### src/rtl/parallel_bus_arbiter.sv
// Two-master, one-slave parallel bus arbiter with registered grant and
// round-robin tie-break; the owner's request passes straight through to the slave.
module parallel_bus_arbiter #(
  parameter int ADDR_WIDTH = 24,
  parameter int DATA_WIDTH = 32
) (
  input  logic                  clk_bus,
  input  logic                  rst,
  input  logic [ADDR_WIDTH-1:0] m0_address,
  input  logic [DATA_WIDTH-1:0] m0_data_i,
  input  logic                  m0_read,
  input  logic                  m0_write,
  output logic [DATA_WIDTH-1:0] m0_data_o,
  output logic                  m0_stall,
  input  logic [ADDR_WIDTH-1:0] m1_address,
  input  logic [DATA_WIDTH-1:0] m1_data_i,
  input  logic                  m1_read,
  input  logic                  m1_write,
  output logic [DATA_WIDTH-1:0] m1_data_o,
  output logic                  m1_stall,
  output logic [ADDR_WIDTH-1:0] s_address,
  output logic [DATA_WIDTH-1:0] s_data_o,
  output logic                  s_read,
  output logic                  s_write,
  input  logic [DATA_WIDTH-1:0] s_data_i,
  input  logic                  s_stall,
  output logic [1:0]            owner
);

  // Encoding doubles as the owner code, so owner needs no decode logic.
  typedef enum logic [1:0] {
    IDLE = 2'b00,
    G0   = 2'b01,
    G1   = 2'b10
  } grant_t;

  grant_t grant_q, grant_d;
  logic   last_q, last_d;  // 0: m0 completed last, 1: m1 completed last
  logic   req0, req1;

  assign req0 = m0_read | m0_write;
  assign req1 = m1_read | m1_write;

  // NOTE: registers use non-blocking assignments so every flop samples pre-edge values.
  always_ff @(posedge clk_bus) begin
    if (rst) begin
      grant_q <= IDLE;
      last_q  <= 1'b1;
    end else begin
      grant_q <= grant_d;
      last_q  <= last_d;
    end
  end

  // NOTE: every output gets a default first so no path through the case infers a latch.
  always_comb begin
    grant_d   = grant_q;
    last_d    = last_q;
    s_address = '0;
    s_data_o  = '0;
    s_read    = 1'b0;
    s_write   = 1'b0;
    m0_stall  = req0;
    m1_stall  = req1;

    unique case (grant_q)
      IDLE: begin
        if (req0 && (!req1 || last_q)) grant_d = G0;
        else if (req1)                 grant_d = G1;
      end
      G0: begin
        s_address = m0_address;
        s_data_o  = m0_data_i;
        s_read    = m0_read;
        s_write   = m0_write;
        m0_stall  = s_stall;
        if (!req0) begin
          grant_d = IDLE;          // abort leaves fairness history untouched
        end else if (!s_stall) begin
          grant_d = IDLE;
          last_d  = 1'b0;
        end
      end
      G1: begin
        s_address = m1_address;
        s_data_o  = m1_data_i;
        s_read    = m1_read;
        s_write   = m1_write;
        m1_stall  = s_stall;
        if (!req1) begin
          grant_d = IDLE;
        end else if (!s_stall) begin
          grant_d = IDLE;
          last_d  = 1'b1;
        end
      end
      default: grant_d = IDLE;
    endcase
  end

  assign m0_data_o = s_data_i;
  assign m1_data_o = s_data_i;
  assign owner     = grant_q;

endmodule

### config.mk
export PLATFORM = sky130hd
export DESIGN_NAME = parallel_bus_arbiter
export DESIGN_NICKNAME = d
export VERILOG_FILES = /design/src/rtl/parallel_bus_arbiter.sv
export SDC_FILE = /design/constraint.sdc
export NUM_CORES = 1
export LEC_CHECK = 0
export ABC_AREA = 1
export BUFFER_PORTS_ARGS = -buffer_cell sky130_fd_sc_hd__buf_4
export CAP_MARGIN = 20
export CORE_AREA = 2 2 106 108
export CTS_CLUSTER_SIZE = 25
export DETAILED_ROUTE_END_ITERATION = 10
export DIE_AREA = 0 0 108 110
export PLACE_DENSITY = 0.61
export SETUP_SLACK_MARGIN = 0.2
export SLEW_MARGIN = 0
export SYNTH_ARGS = -nofsm -noshare
export SYNTH_HDL_FRONTEND = slang
export SYNTH_SLANG_ARGS = --single-unit
### constraint.sdc
create_clock -name clk_bus -period 2.45 [get_ports clk_bus]
set_clock_uncertainty 0.2 [all_clocks]
set_input_delay 0.735 -clock clk_bus [delete_from_list [all_inputs] [get_ports clk_bus]]
set_output_delay 0.735 -clock clk_bus [all_outputs]
set_load 0.01 [all_outputs]
Word-level counts from Yosys, hierarchy flattened
Cells that the tools add are included.
{ "op_classes": {"n_eq_ne": 7, "mux": 17, "bitwise": 2, "reduce_logical": 6} }
{ "op_table": {"columns": ["op", "n"], "rows": [
  ["32-bit one-hot mux with 2 select lines", 1],
  ["24-bit one-hot mux with 2 select lines", 1],
  ["2-bit 2-to-1 mux", 5],
  ["2-bit inequality test (second input constant)", 4],
  ["1-bit 2-to-1 mux", 6],
  ["1-bit one-hot mux with 2 select lines", 3],
  ["2-bit one-hot mux with 3 select lines", 1],
  ["5-bit AND reduction", 1],
  ["3-bit inequality test (second input constant)", 1],
  ["2-bit by 1-bit == test with 1-bit output (second input constant)", 1],
  ["2-bit == test (second input constant)", 1],
  ["2-bit zero test", 1],
  ["1-bit bitwise OR", 2],
  ["2-bit nonzero test", 1],
  ["1-bit logical AND", 1],
  ["1-bit zero test", 1],
  ["1-bit logical OR", 1]
]} }
{ "word_totals": {"reg_bits": 3, "in_bits": 151, "elab_cells": 34} }

Longest topological paths before layout
{ "depth": {"depth_word": 6, "mapped_depth": 9, "depth_no_buf": 8} }

Worst setup path after synthesis
No wires, ideal clock.
{ "synth_path": {"kind": "reg-to-output", "startpoint": "register grant_q[0] (netlist: owner[0])", "endpoint": "output s_address[0]", "arrival_ns": 1.425, "path_slack_ns": 0.090, "path_stages_with_launch": 7, "path_buffers": 2, "path_cell_list": "dfxtp_1 > inv_1 > ha_1 > inv_1 > buf_2 > buf_2 > a21oi_1"} }
{ "synth_between": {"elab_chain_cells": 2, "word_cells_on_any_way": 3, "cone_classes": "eq/ne (2); mux (1)"} }
{ "synth_rtl": {"columns": ["item", "line_no", "text"], "rows": [
  ["start: declaration", "37", "grant_t grant_q, grant_d;"],
  ["start signal: assignment", "50", "grant_q <= grant_d;"],
  ["2-bit == test or 2-bit by 1-bit == test with 1-bit output (tied branches)", "66", "unique case (grant_q)"],
  ["24-bit one-hot mux with 2 select lines (*)", "66", null],
  ["end: declaration", "21", "output logic [ADDR_WIDTH-1:0] s_address,"]
]} }
Every way passes the cells marked *; elsewhere a longest branch is shown, timed or not.

Final worst setup path
{ "layout_path": {"startpoint": "register grant_q[1] (netlist: owner[1])", "endpoint": "output s_data_o[22]"} }
{ "layout_between": {"elab_chain_cells": 2, "word_cells_on_any_way": 3, "cone_classes": "eq/ne (2); mux (1)"} }
{ "layout_rtl": {"columns": ["item", "line_no", "text"], "rows": [
  ["2-bit == test or 2-bit by 1-bit == test with 1-bit output (tied branches)", "66", null],
  ["32-bit one-hot mux with 2 select lines (*)", "66", null],
  ["end: declaration", "22", "output logic [DATA_WIDTH-1:0] s_data_o,"]
]} }
Marks and branches as above.

==> results.cfg <==
[critical_path]
startpoint_type = register
worst-path-stages = 6
required_ns = 1.51
path_cells = inv_4 > ha_4 > inv_8 > buf_12 > a21oi_2 > buf_4
rr_worst_depth = 11
reg2reg_slack_ns = 0.80
cp_max_fo = 13
critPathTopFamily = buffers and inverters
cp_slowest_cell = dfxtp_4
cp.buffers_inverters = 4
arrival_ns = 1.44
slowest_delay_ns = 0.38
critPathKind = reg2out
cp-end-kind = output pin

[detailed_routing]
wl_per_cell_um = 15.89
first_pass_iters = 4
vias = 2467
routed_via_density = 4.290
ant_nets = 0
wl_um = 9136
remaining_drc_errors = 0
drtIter0Drc = 80

[finish]
area_growth_pct = 108.2
diodes = 0
drive_gt1_frac = 0.6437
regArea_um2 = 67.56
fill_cells = 1168
multi_input_comb_area_um2 = 1289
layout_commonest_cell = buf_4
nets = 593
final_cell_mix = 183 x buf_4, 121 x nand2_1, 45 x a21oi_2

[synthesis]
yosysWarnings = 0
synth.net_count = 469
syn-instance-count = 312
synth_cell_types = 13
syn_avg_cell_area_um2 = 5.257
synth_seq_cells = 3
yosysSeqAreaShare = 0.03661
syn_area_um2 = 1640

[die]
die_area_um2 = 11880
fp.dieH_um = 110
num_rows = 38
die_x_um = 108
core_area_um2 = 10700
io_pins = 277
start_util = 0.1533

[place]
dpl_worst_slack_ns = 0.1893
io_buffers = 180
gp_congestion = 0.7966
dp_hpwl_um = 6047

[grt]
grt_overflow = 0
grt_pass1_vias = 2356
antenna_found_initial = 0
grt_pass1_wl_um = 11810
grt_max_degree = 31
track_usage = 0.1259

[timing]
worstMarginPinSlew_ns = 0.2641
fin_setup_tns_ns = 0
finalCriticalPeriod_ns = 2.374
setup_viol = 0
hold_viol = 0
fmax_mhz = 421.2
worst_slack_ns = 0.07581
slew-limit-headroom = 0.8221
slew_violations = 0
min_period_over_period = 0.9691
grt_setup_unrepaired = true

[outcome]
outcome = finished clean

[clocking]
hold_buffers = 0
cts_root_buffer = clkbuf_8
clockBufferDepth = 2
clk_latency_ns = 0.22
clock_sinks = 3
cts_max_level = 1
cts_tree = done
cts.clk_slew.worst_paths_ns = 0.03
cts_made_buffers = 3

[pwr]
ir_worst_vdd_uv = 417.8
p_leak_nw = 1.538
pwr_density_cell_nw_per_um2 = 478.8

[hold_path]
min_path_type = reg2reg
whs_path_depth = 2

[flow_run]
maxCapViolations = 0
[final timing paths]
check,from,end
worst max-delay path,owner[1]$_SDFFE_PP0P_,s_data_o[22]
worst min-delay path,last_q$_SDFFE_PP1P_,last_q$_SDFFE_PP1P_
worst max register to register,owner[0]$_SDFFE_PP0P_,owner[0]$_SDFFE_PP0P_
worst min register to register,last_q$_SDFFE_PP1P_,last_q$_SDFFE_PP1P_
[cells by family (layout without fill, tap and decap cells)]
| group | after synthesis | in the layout | share of synthesized area |
|---|---|---|---|
| DFF | 3 | 3 | 0.03661 |
| AOI/OAI and AO/OA | 67 | 67 | 0.2044 |
| adders and majority gates | 6 | 6 | 0.04577 |
| and+or+nand+nor | 141 | 141 | 0.3326 |
| buffers and inverters | 95 | 218 | 0.3806 |
[cell usage after synthesis]
library cell,number,area (um^2)
o21ai_0,6,30.03
nand2_1,134,503.0
inv_1,12,45.04
nand3_1,4,20.02
nand4_1,1,6.260
ha_1,6,75.07
buf_4,67,503.0
nand3_2,1,10.01
buf_2,13,65.06
nor2_2,1,6.260
clkbuf_1,3,11.26
a21oi_1,61,305.3
dfxtp_1,3,60.06
[power breakdown]
group          internal [mW]  switching [mW]  total [mW]  leakage, nW
registers             0.0618          0.0144      0.0762       0.0261
clock network          0.111          0.0357       0.147       0.0228
logic                  0.692           0.719        1.41         1.49
[registers in the layout, indices dropped and copies added, names as in the netlist]
| name | flops |
|---|---|
| last_q | 1 |
| owner | 2 |
[what timing repair did]
item,in CTS,in global routing
resized for setup,66,33
buffers inserted,5,1
cloned,4,6
pin swaps,8,2
setup endpoints to repair,60,60
[routing by layer]
| metal | up-vias | part of all wire | track usage | wire (um) |
|---|---|---|---|---|
| met5 | - | 0 | 0 | 0 |
| met2 | 139 | 0.53 | 0.2538 | 4797 |
| met4 | 0 | 0.023 | 0.03663 | 214 |
| li1 | 1173 | - | - | - |
| met1 | 1125 | 0.37 | 0.1311 | 3383 |
| met3 | 30 | 0.081 | 0.02352 | 741 |
[final cells by class]
| type | instances | share of cell area |
|---|---|---|
| inverters | 12 | 0.01759 |
| multi-input cells | 214 | 0.3774 |
| clock buffers | 4 | 0.01319 |
| well taps | 140 | 0.05130 |
| flip-flops and latches | 3 | 0.01979 |
| repair buffers | 202 | 0.5207 |
[worst register-to-register path, stage by stage, from the launching register on]
cell	delay (ns)
dfxtp_4	0.38
inv_6	0.05
ha_4	0.17
buf_6	0.14
buf_16	0.15
buf_4	0.14
nand2_1	0.06
nand2_1	0.05
nand3_1	0.07
nand2_1	0.05
nand2_1	0.05
a21oi_1	0.05
[stage by stage]
step / area, um^2 / power (mW) / instances / utilization / hold slack [ns]
after floorplan: 1643 / 0.6164 / 312 / - / 0.2263
after detailed placement: 2715 / 0.9900 / 555 / 0.2538 / 0.2498
after global placement: 2715 / 0.9755 / 555 / 0.2538 / 0.2416
after CTS: 3147 / 1.395 / 568 / 0.2942 / 0.2575
after global routing: 3415 / 1.739 / 575 / 0.3192 / 0.2950
final: 3415 / 1.635 / 575 / 0.3192 / 0.2513
No activity file was read; power rests on OpenSTA's default activity.
